`src/rtl/regfile_port_arbiter_pkg.sv`:
```
// Shared constants for the register-file port arbiter: default widths,
// the hardwired-zero register address and the FSM state encodings.
package regfile_port_arbiter_pkg;

  localparam int ADDR_W_DEF = 3;
  localparam int DATA_W_DEF = 8;

  localparam logic [2:0] REG_ZERO = 3'b000;

  localparam logic [1:0] ST_IDLE    = 2'd0;
  localparam logic [1:0] ST_ISSUE   = 2'd1;
  localparam logic [1:0] ST_CAPTURE = 2'd2;

  function automatic int idx_w(input int n);
    return (n <= 2) ? 1 : $clog2(n);
  endfunction

endpackage

```
`src/rtl/rr_arbiter.sv`:
```
// Round-robin picker: the first asserted request at or after ptr (wrapping)
// wins; gnt is one-hot and gnt_idx is its index. No grant when en is low.
module rr_arbiter
  import regfile_port_arbiter_pkg::*;
#(
  parameter int N  = 2,
  parameter int IW = idx_w(N)
) (
  input  logic [N-1:0]  req,
  input  logic [IW-1:0] ptr,
  input  logic          en,
  output logic [N-1:0]  gnt,
  output logic [IW-1:0] gnt_idx
);

  logic          found;
  logic [IW:0]   sum;
  logic [IW-1:0] idx;

  always_comb begin
    gnt     = '0;
    gnt_idx = '0;
    found   = 1'b0;
    sum     = '0;
    idx     = '0;
    for (int k = 0; k < N; k++) begin
      sum = {1'b0, ptr} + (IW+1)'(k);
      if (sum >= (IW+1)'(N)) sum = sum - (IW+1)'(N);
      idx = sum[IW-1:0];
      if (en && !found && req[idx]) begin
        found    = 1'b1;
        gnt[idx] = 1'b1;
        gnt_idx  = idx;
      end
    end
  end

endmodule

```
`src/rtl/regfile_port_arbiter.sv`:
```
// Shares one register file (1 write, 2 registered read ports) between NREQ
// requesters, one transaction at a time, granted round-robin.
module regfile_port_arbiter
  import regfile_port_arbiter_pkg::*;
#(
  parameter int NREQ   = 2,
  parameter int DATA_W = DATA_W_DEF,
  parameter int ADDR_W = ADDR_W_DEF
) (
  input  logic                   clk,
  input  logic                   rst,
  input  logic [NREQ-1:0]        req_valid,
  input  logic [NREQ-1:0]        req_we,
  input  logic [NREQ*ADDR_W-1:0] req_aa,
  input  logic [NREQ*ADDR_W-1:0] req_ba,
  input  logic [NREQ*ADDR_W-1:0] req_da,
  input  logic [NREQ*DATA_W-1:0] req_wdata,
  output logic [NREQ-1:0]        req_ready,
  output logic [NREQ-1:0]        rsp_valid,
  output logic [DATA_W-1:0]      rsp_a,
  output logic [DATA_W-1:0]      rsp_b,
  output logic [ADDR_W-1:0]      rf_aa,
  output logic [ADDR_W-1:0]      rf_ba,
  output logic [ADDR_W-1:0]      rf_da,
  output logic [DATA_W-1:0]      rf_data_in,
  output logic                   rf_wr,
  input  logic [DATA_W-1:0]      rf_data_a,
  input  logic [DATA_W-1:0]      rf_data_b,
  output logic [1:0]             dbg_state
);

  localparam int IW = idx_w(NREQ);
  localparam logic [ADDR_W-1:0] ZERO_A = ADDR_W'(REG_ZERO);

  logic [1:0]        state_q, state_d;
  logic [IW-1:0]     start_q, start_d;
  logic [IW-1:0]     id_q, id_d;
  logic              we_q, we_d;
  logic [ADDR_W-1:0] aa_q, aa_d, ba_q, ba_d, da_q, da_d;
  logic [DATA_W-1:0] wdata_q, wdata_d;
  logic [DATA_W-1:0] rsp_a_q, rsp_a_d, rsp_b_q, rsp_b_d;

  logic [NREQ-1:0] gnt;
  logic [IW-1:0]   gnt_idx;

  // Grants are suppressed while rst is high so nothing is accepted into a reset.
  rr_arbiter #(.N(NREQ), .IW(IW)) u_rr (
    .req     (req_valid),
    .ptr     (start_q),
    .en      ((state_q == ST_IDLE) && !rst),
    .gnt     (gnt),
    .gnt_idx (gnt_idx)
  );

  assign req_ready = gnt;
  assign dbg_state = state_q;

  always_comb begin
    state_d    = state_q;
    start_d    = start_q;
    id_d       = id_q;
    we_d       = we_q;
    aa_d       = aa_q;
    ba_d       = ba_q;
    da_d       = da_q;
    wdata_d    = wdata_q;
    rsp_a      = rsp_a_q;
    rsp_b      = rsp_b_q;
    rsp_valid  = '0;
    rf_aa      = '0;
    rf_ba      = '0;
    rf_da      = '0;
    rf_data_in = '0;
    rf_wr      = 1'b0;

    case (state_q)
      ST_IDLE: begin
        if (|gnt) begin
          for (int i = 0; i < NREQ; i++) begin
            if (gnt[i]) begin
              we_d    = req_we[i];
              aa_d    = req_aa[i*ADDR_W +: ADDR_W];
              ba_d    = req_ba[i*ADDR_W +: ADDR_W];
              da_d    = req_da[i*ADDR_W +: ADDR_W];
              wdata_d = req_wdata[i*DATA_W +: DATA_W];
            end
          end
          id_d    = gnt_idx;
          start_d = (gnt_idx == IW'(NREQ-1)) ? '0 : gnt_idx + 1'b1;
          state_d = ST_ISSUE;
        end
      end
      ST_ISSUE: begin
        if (we_q) begin
          rf_da      = da_q;
          rf_data_in = wdata_q;
          rf_wr      = (da_q != ZERO_A) && !rst;
          state_d    = ST_IDLE;
        end else begin
          rf_aa   = aa_q;
          rf_ba   = ba_q;
          state_d = ST_CAPTURE;
        end
      end
      ST_CAPTURE: begin
        // The register file leaves its outputs stale on R0, so zero is forced here.
        if (!rst) begin
          rsp_valid[id_q] = 1'b1;
          rsp_a           = (aa_q == ZERO_A) ? '0 : rf_data_a;
          rsp_b           = (ba_q == ZERO_A) ? '0 : rf_data_b;
        end
        state_d = ST_IDLE;
      end
      default: state_d = ST_IDLE;
    endcase

    rsp_a_d = rsp_a;
    rsp_b_d = rsp_b;
  end

  always_ff @(posedge clk) begin
    if (rst) begin
      state_q <= ST_IDLE;
      start_q <= '0;
      id_q    <= '0;
      we_q    <= 1'b0;
      aa_q    <= '0;
      ba_q    <= '0;
      da_q    <= '0;
      wdata_q <= '0;
      rsp_a_q <= '0;
      rsp_b_q <= '0;
    end else begin
      state_q <= state_d;
      start_q <= start_d;
      id_q    <= id_d;
      we_q    <= we_d;
      aa_q    <= aa_d;
      ba_q    <= ba_d;
      da_q    <= da_d;
      wdata_q <= wdata_d;
      rsp_a_q <= rsp_a_d;
      rsp_b_q <= rsp_b_d;
    end
  end

endmodule

```
`config.mk`:
```
export PLATFORM = sky130hd
export DESIGN_NAME = regfile_port_arbiter
export DESIGN_NICKNAME = d
export VERILOG_FILES = /design/src/rtl/regfile_port_arbiter_pkg.sv /design/src/rtl/rr_arbiter.sv /design/src/rtl/regfile_port_arbiter.sv
export SDC_FILE = /design/constraint.sdc
export NUM_CORES = 1
export LEC_CHECK = 0
export BUFFER_PORTS_ARGS = -buffer_cell sky130_fd_sc_hd__buf_2
export CAP_MARGIN = 10
export CORE_UTILIZATION = 48
export CTS_BUF_LIST = sky130_fd_sc_hd__clkbuf_2 sky130_fd_sc_hd__clkbuf_4 sky130_fd_sc_hd__clkbuf_8
export CTS_CLUSTER_DIAMETER = 50
export DETAILED_ROUTE_END_ITERATION = 8
export PLACE_DENSITY_LB_ADDON = 0.3
export SLEW_MARGIN = 20
export SYNTH_ARGS = -nofsm -noshare
export SYNTH_HDL_FRONTEND = slang
export SYNTH_SLANG_ARGS = --single-unit
```
`constraint.sdc`:
```
create_clock -name clk -period 3.4 [get_ports clk]
set_input_delay 1.02 -clock clk [delete_from_list [all_inputs] [get_ports clk]]
set_output_delay 1.02 -clock clk [all_outputs]
set_load 0.01 [all_outputs]
```
==> results.md <==
- Relative slew slack: a little over two fifths
- Design internal power: between 0.0007 and 0.0008 W
- Fin. max-slew vios: 0
- Detailed Place HPWL: 3650 um
- Register bit total from synthesis: 38
- Ant diodes: 0
- Top cells by area, synth: dfxtp_1, a21oi_1, a311oi_1
- Syn_nets: just over 300
- CP peak stage delay: roughly 0.63 ns
- 1st-iter DRT viols: roughly 170
- GPL Wtd Cong: 0.848
- # Post-CTS Setup Buffers: 0
- RSZ-0062 raised after global routing: no
- Setup ws final: roughly 0.24 ns
- Gate power share: about a fifth
- Grt ovf: 0
- Library cells used by synthesis: 31
- Post-route DRC: 0
- Area share of the largest cell type after synthesis: 37.0%
- Syn Inst Count: 246
- Pre-antenna DRT Iters: 4
- Critical Path Source Type: input port
- FP Rows: 23
- Final min period: ~3.2 ns
- Hold Buf Count CTS: 0
- GR Util All Layers: between 20 and 25%
- Synth async-reset ratio: 0%
- Die width: 67.4 um
- Sw Ratio: 28.0%
- R2R Setup Slk: 1.61 ns
- Critical path type: input port to primary output
- Worst VDD drop: roughly 0.23 mV
- I/O Buffers: 95
- Pre-CTS setup slack: 0.253 ns
- Synthesis-to-layout area growth: 25.1%
- R2R depth: 3
- Pin count of the biggest net entering global routing: 62
- CTS Root Cell: clkbuf_8
- Post-DRT Antenna Nets: 0
- Syn avg cell area: 8.35 um^2
- CTS Sinks: 38
- Clk pwr share: 34.7%
- Layout cells sized above 1: a little over a third
- Vias per inst: between 5 and 6
- Critical path depth: 5
- Clk buf depth: 2
- Initial Utilization: roughly half
- Routed vias: 2141
- Switching power: around 0.00030 W
- Worst R2R End: wdata_q[3]
- Post-synth EDFFs: 0
- Clock skew: 0.00715 ns
- Worst skew pair latency: 0.29 ns
- Crit. End Element: primary output
- Core ar.: 0.00406 mm^2
- Slowest-stage cell, CP: or3b_2
- Worst Path Arrival: 2.14 ns
- First-pass GRT wire length: 8270 um
- CTS tree: built
- Total Routed Length: 5390 um
- Die height: roughly 67 um
- I/O pin count: 96
- Max-cap violation count: 0
- Critical path cell sequence: buf_2 -> or3b_2 -> nand2_1 -> nand2_1 -> buf_2
- Leakage: 1.20 nW
- Prevailing post-synth register cell: dfxtp_1
- DIE AREA: roughly 0.0045 mm^2
- NumNets Final: 381
- Final Hold Viols: 0
- PostCTS Resize Cnt: 0
- Worst path bufs/invs: 2
- Vias in the first global route: between 1500 and 2000
- Power share of the sequential group: 45.9%
- Reg2reg start: dbg_state[0]
- Initial antenna violation count: 0
- Inserted Clock Buffers: 5
- PD cells: 417 mW/mm^2
- Top Family by Delay on Critical Path: simple AND/OR/NAND/NOR gates
- Yosys warning total: 0
- Post-Syn Area: 0.00205 mm^2
- Setup TNS: 0 ns
- Hold WC Path Type: flip-flop to flip-flop
- Crit. Startpoint: rst
- Fmax: about 320 MHz
- Top cell type by total area after synthesis: dfxtp_1
- Worst-margin pin slew: 0.843 ns
- Outcome: completed
- Htree depth: 2
- Worst-path clk slew: 0.07 ns
- Sequential cell area fraction in the yosys report: a little under two fifths
- End point of the critical path: rsp_a[7]
- Crit Path Max Fanout: 17
- Final period util: between 90% and 100%
- Final setup vio count: 0
- Wirelength per Cell: around 14 um
- Data required time of the worst path: 2.38 ns
-- placed cells by master (no fill, tap or decap), types with 3 or more instances in the layout --
cell type / netlist / routed
buf_4: 2 / 6
buf_2: 10 / 95
nor2_1: 3 / 3
nand3_1: 16 / 16
a21oi_1: 35 / 35
clkbuf_8: 0 / 5
dfxtp_1: 38 / 38
nand2_1: 33 / 33
and2_1: 18 / 18
a311oi_1: 18 / 18
o31ai_1: 19 / 19
nand4b_1: 18 / 18
-- registers in the layout, indices dropped and copies added, names as in the netlist --
name / cells
start_q: 1
rsp_b_q: 8
da_q: 3
aa_q: 3
rsp_a_q: 8
we_q: 1
ba_q: 3
dbg_state: 2
id_q: 1
wdata_q: 8
-- power groups by stage --
| stage | clock network (W) | registers, W | logic (W) |
|---|---|---|---|
| floorplan | 0 | 0.000494 | 0.000153 |
| global placement | 0 | 0.000501 | 0.000203 |
| detailed placement | 0 | 0.000502 | 0.000207 |
| CTS | 0.000377 | 0.000492 | 0.000207 |
| global route | 0.000402 | 0.000496 | 0.000229 |
| finish | 0.000372 | 0.000492 | 0.000208 |
-- worst min path at each step --
stage	startpoint	to	slack, ns	cells past startpoint
2_1_floorplan	rsp_a_q[0]	rsp_a_q[0]	0.44	2
3_3_place_gp	rsp_b_q[3]	rsp_b_q[3]	0.45	2
3_5_place_dp	rsp_b_q[4]	rsp_b_q[4]	0.46	2
4_1_cts	rsp_b_q[4]	rsp_b_q[4]	0.47	2
5_1_grt	rsp_a_q[0]	rsp_a_q[0]	0.48	2
6_report	rsp_b_q[7]	rsp_b_q[7]	0.46	2
-- area by class of cell --
type / instances / area [um^2]
fill: 364 / 1490
clock buffer: 5 / 68.8
timing repair buffer: 101 / 520
sequential: 38 / 761
clock inverter: 3 / 40.0
multi-input combinational: 179 / 1120
tap: 50 / 62.6
-- worst reg2reg max path: cells and delay by family, from the launching register on --
family	cells	cell delay [ns]
AOI/OAI and AO/OA	1	0.14
DFF	1	0.41
and+or+nand+nor	2	1.10
-- per-layer routing --
layer,global-route usage [%],share of wire [%]
met5,0,0
met4,6.91,1.1
met3,7.26,7.4
met2,37.4,46
met1,32.3,45
-- cells in the mapped netlist (3+ instances only) --
library cell / number
nand4b_1: 18
clkbuf_1: 8
dfxtp_1: 38
a311oi_1: 18
and2_1: 18
nor2_1: 3
nand2_1: 33
o31ai_1: 19
nand3_1: 16
buf_2: 10
buf_6: 6
a21oi_1: 35
-- cell families (layout without fill, tap and decap cells) --
kind of cell	Yosys count	count (layout)	synth area share, %
and+or+nand+nor	104	104	30.0
AOI/OAI and AO/OA	75	75	24.4
DFF	38	38	37.0
buffers and inverters	29	109	8.59
-- per-stage QoR --
step | utilization [%] | instances | power [W] | hold WS (ns) | instance area, um^2
2_1_floorplan | - | 246 | 0.000647 | 0.444 | 2050
3_3_place_gp | 60.7 | 368 | 0.000704 | 0.452 | 2460
3_5_place_dp | 60.7 | 368 | 0.000708 | 0.457 | 2460
4_1_cts | 63.3 | 376 | 0.00108 | 0.467 | 2570
5_1_grt | 63.3 | 376 | 0.00113 | 0.484 | 2570
6_report | 63.3 | 376 | 0.00107 | 0.462 | 2570
Power figures use the tool's default switching activity.
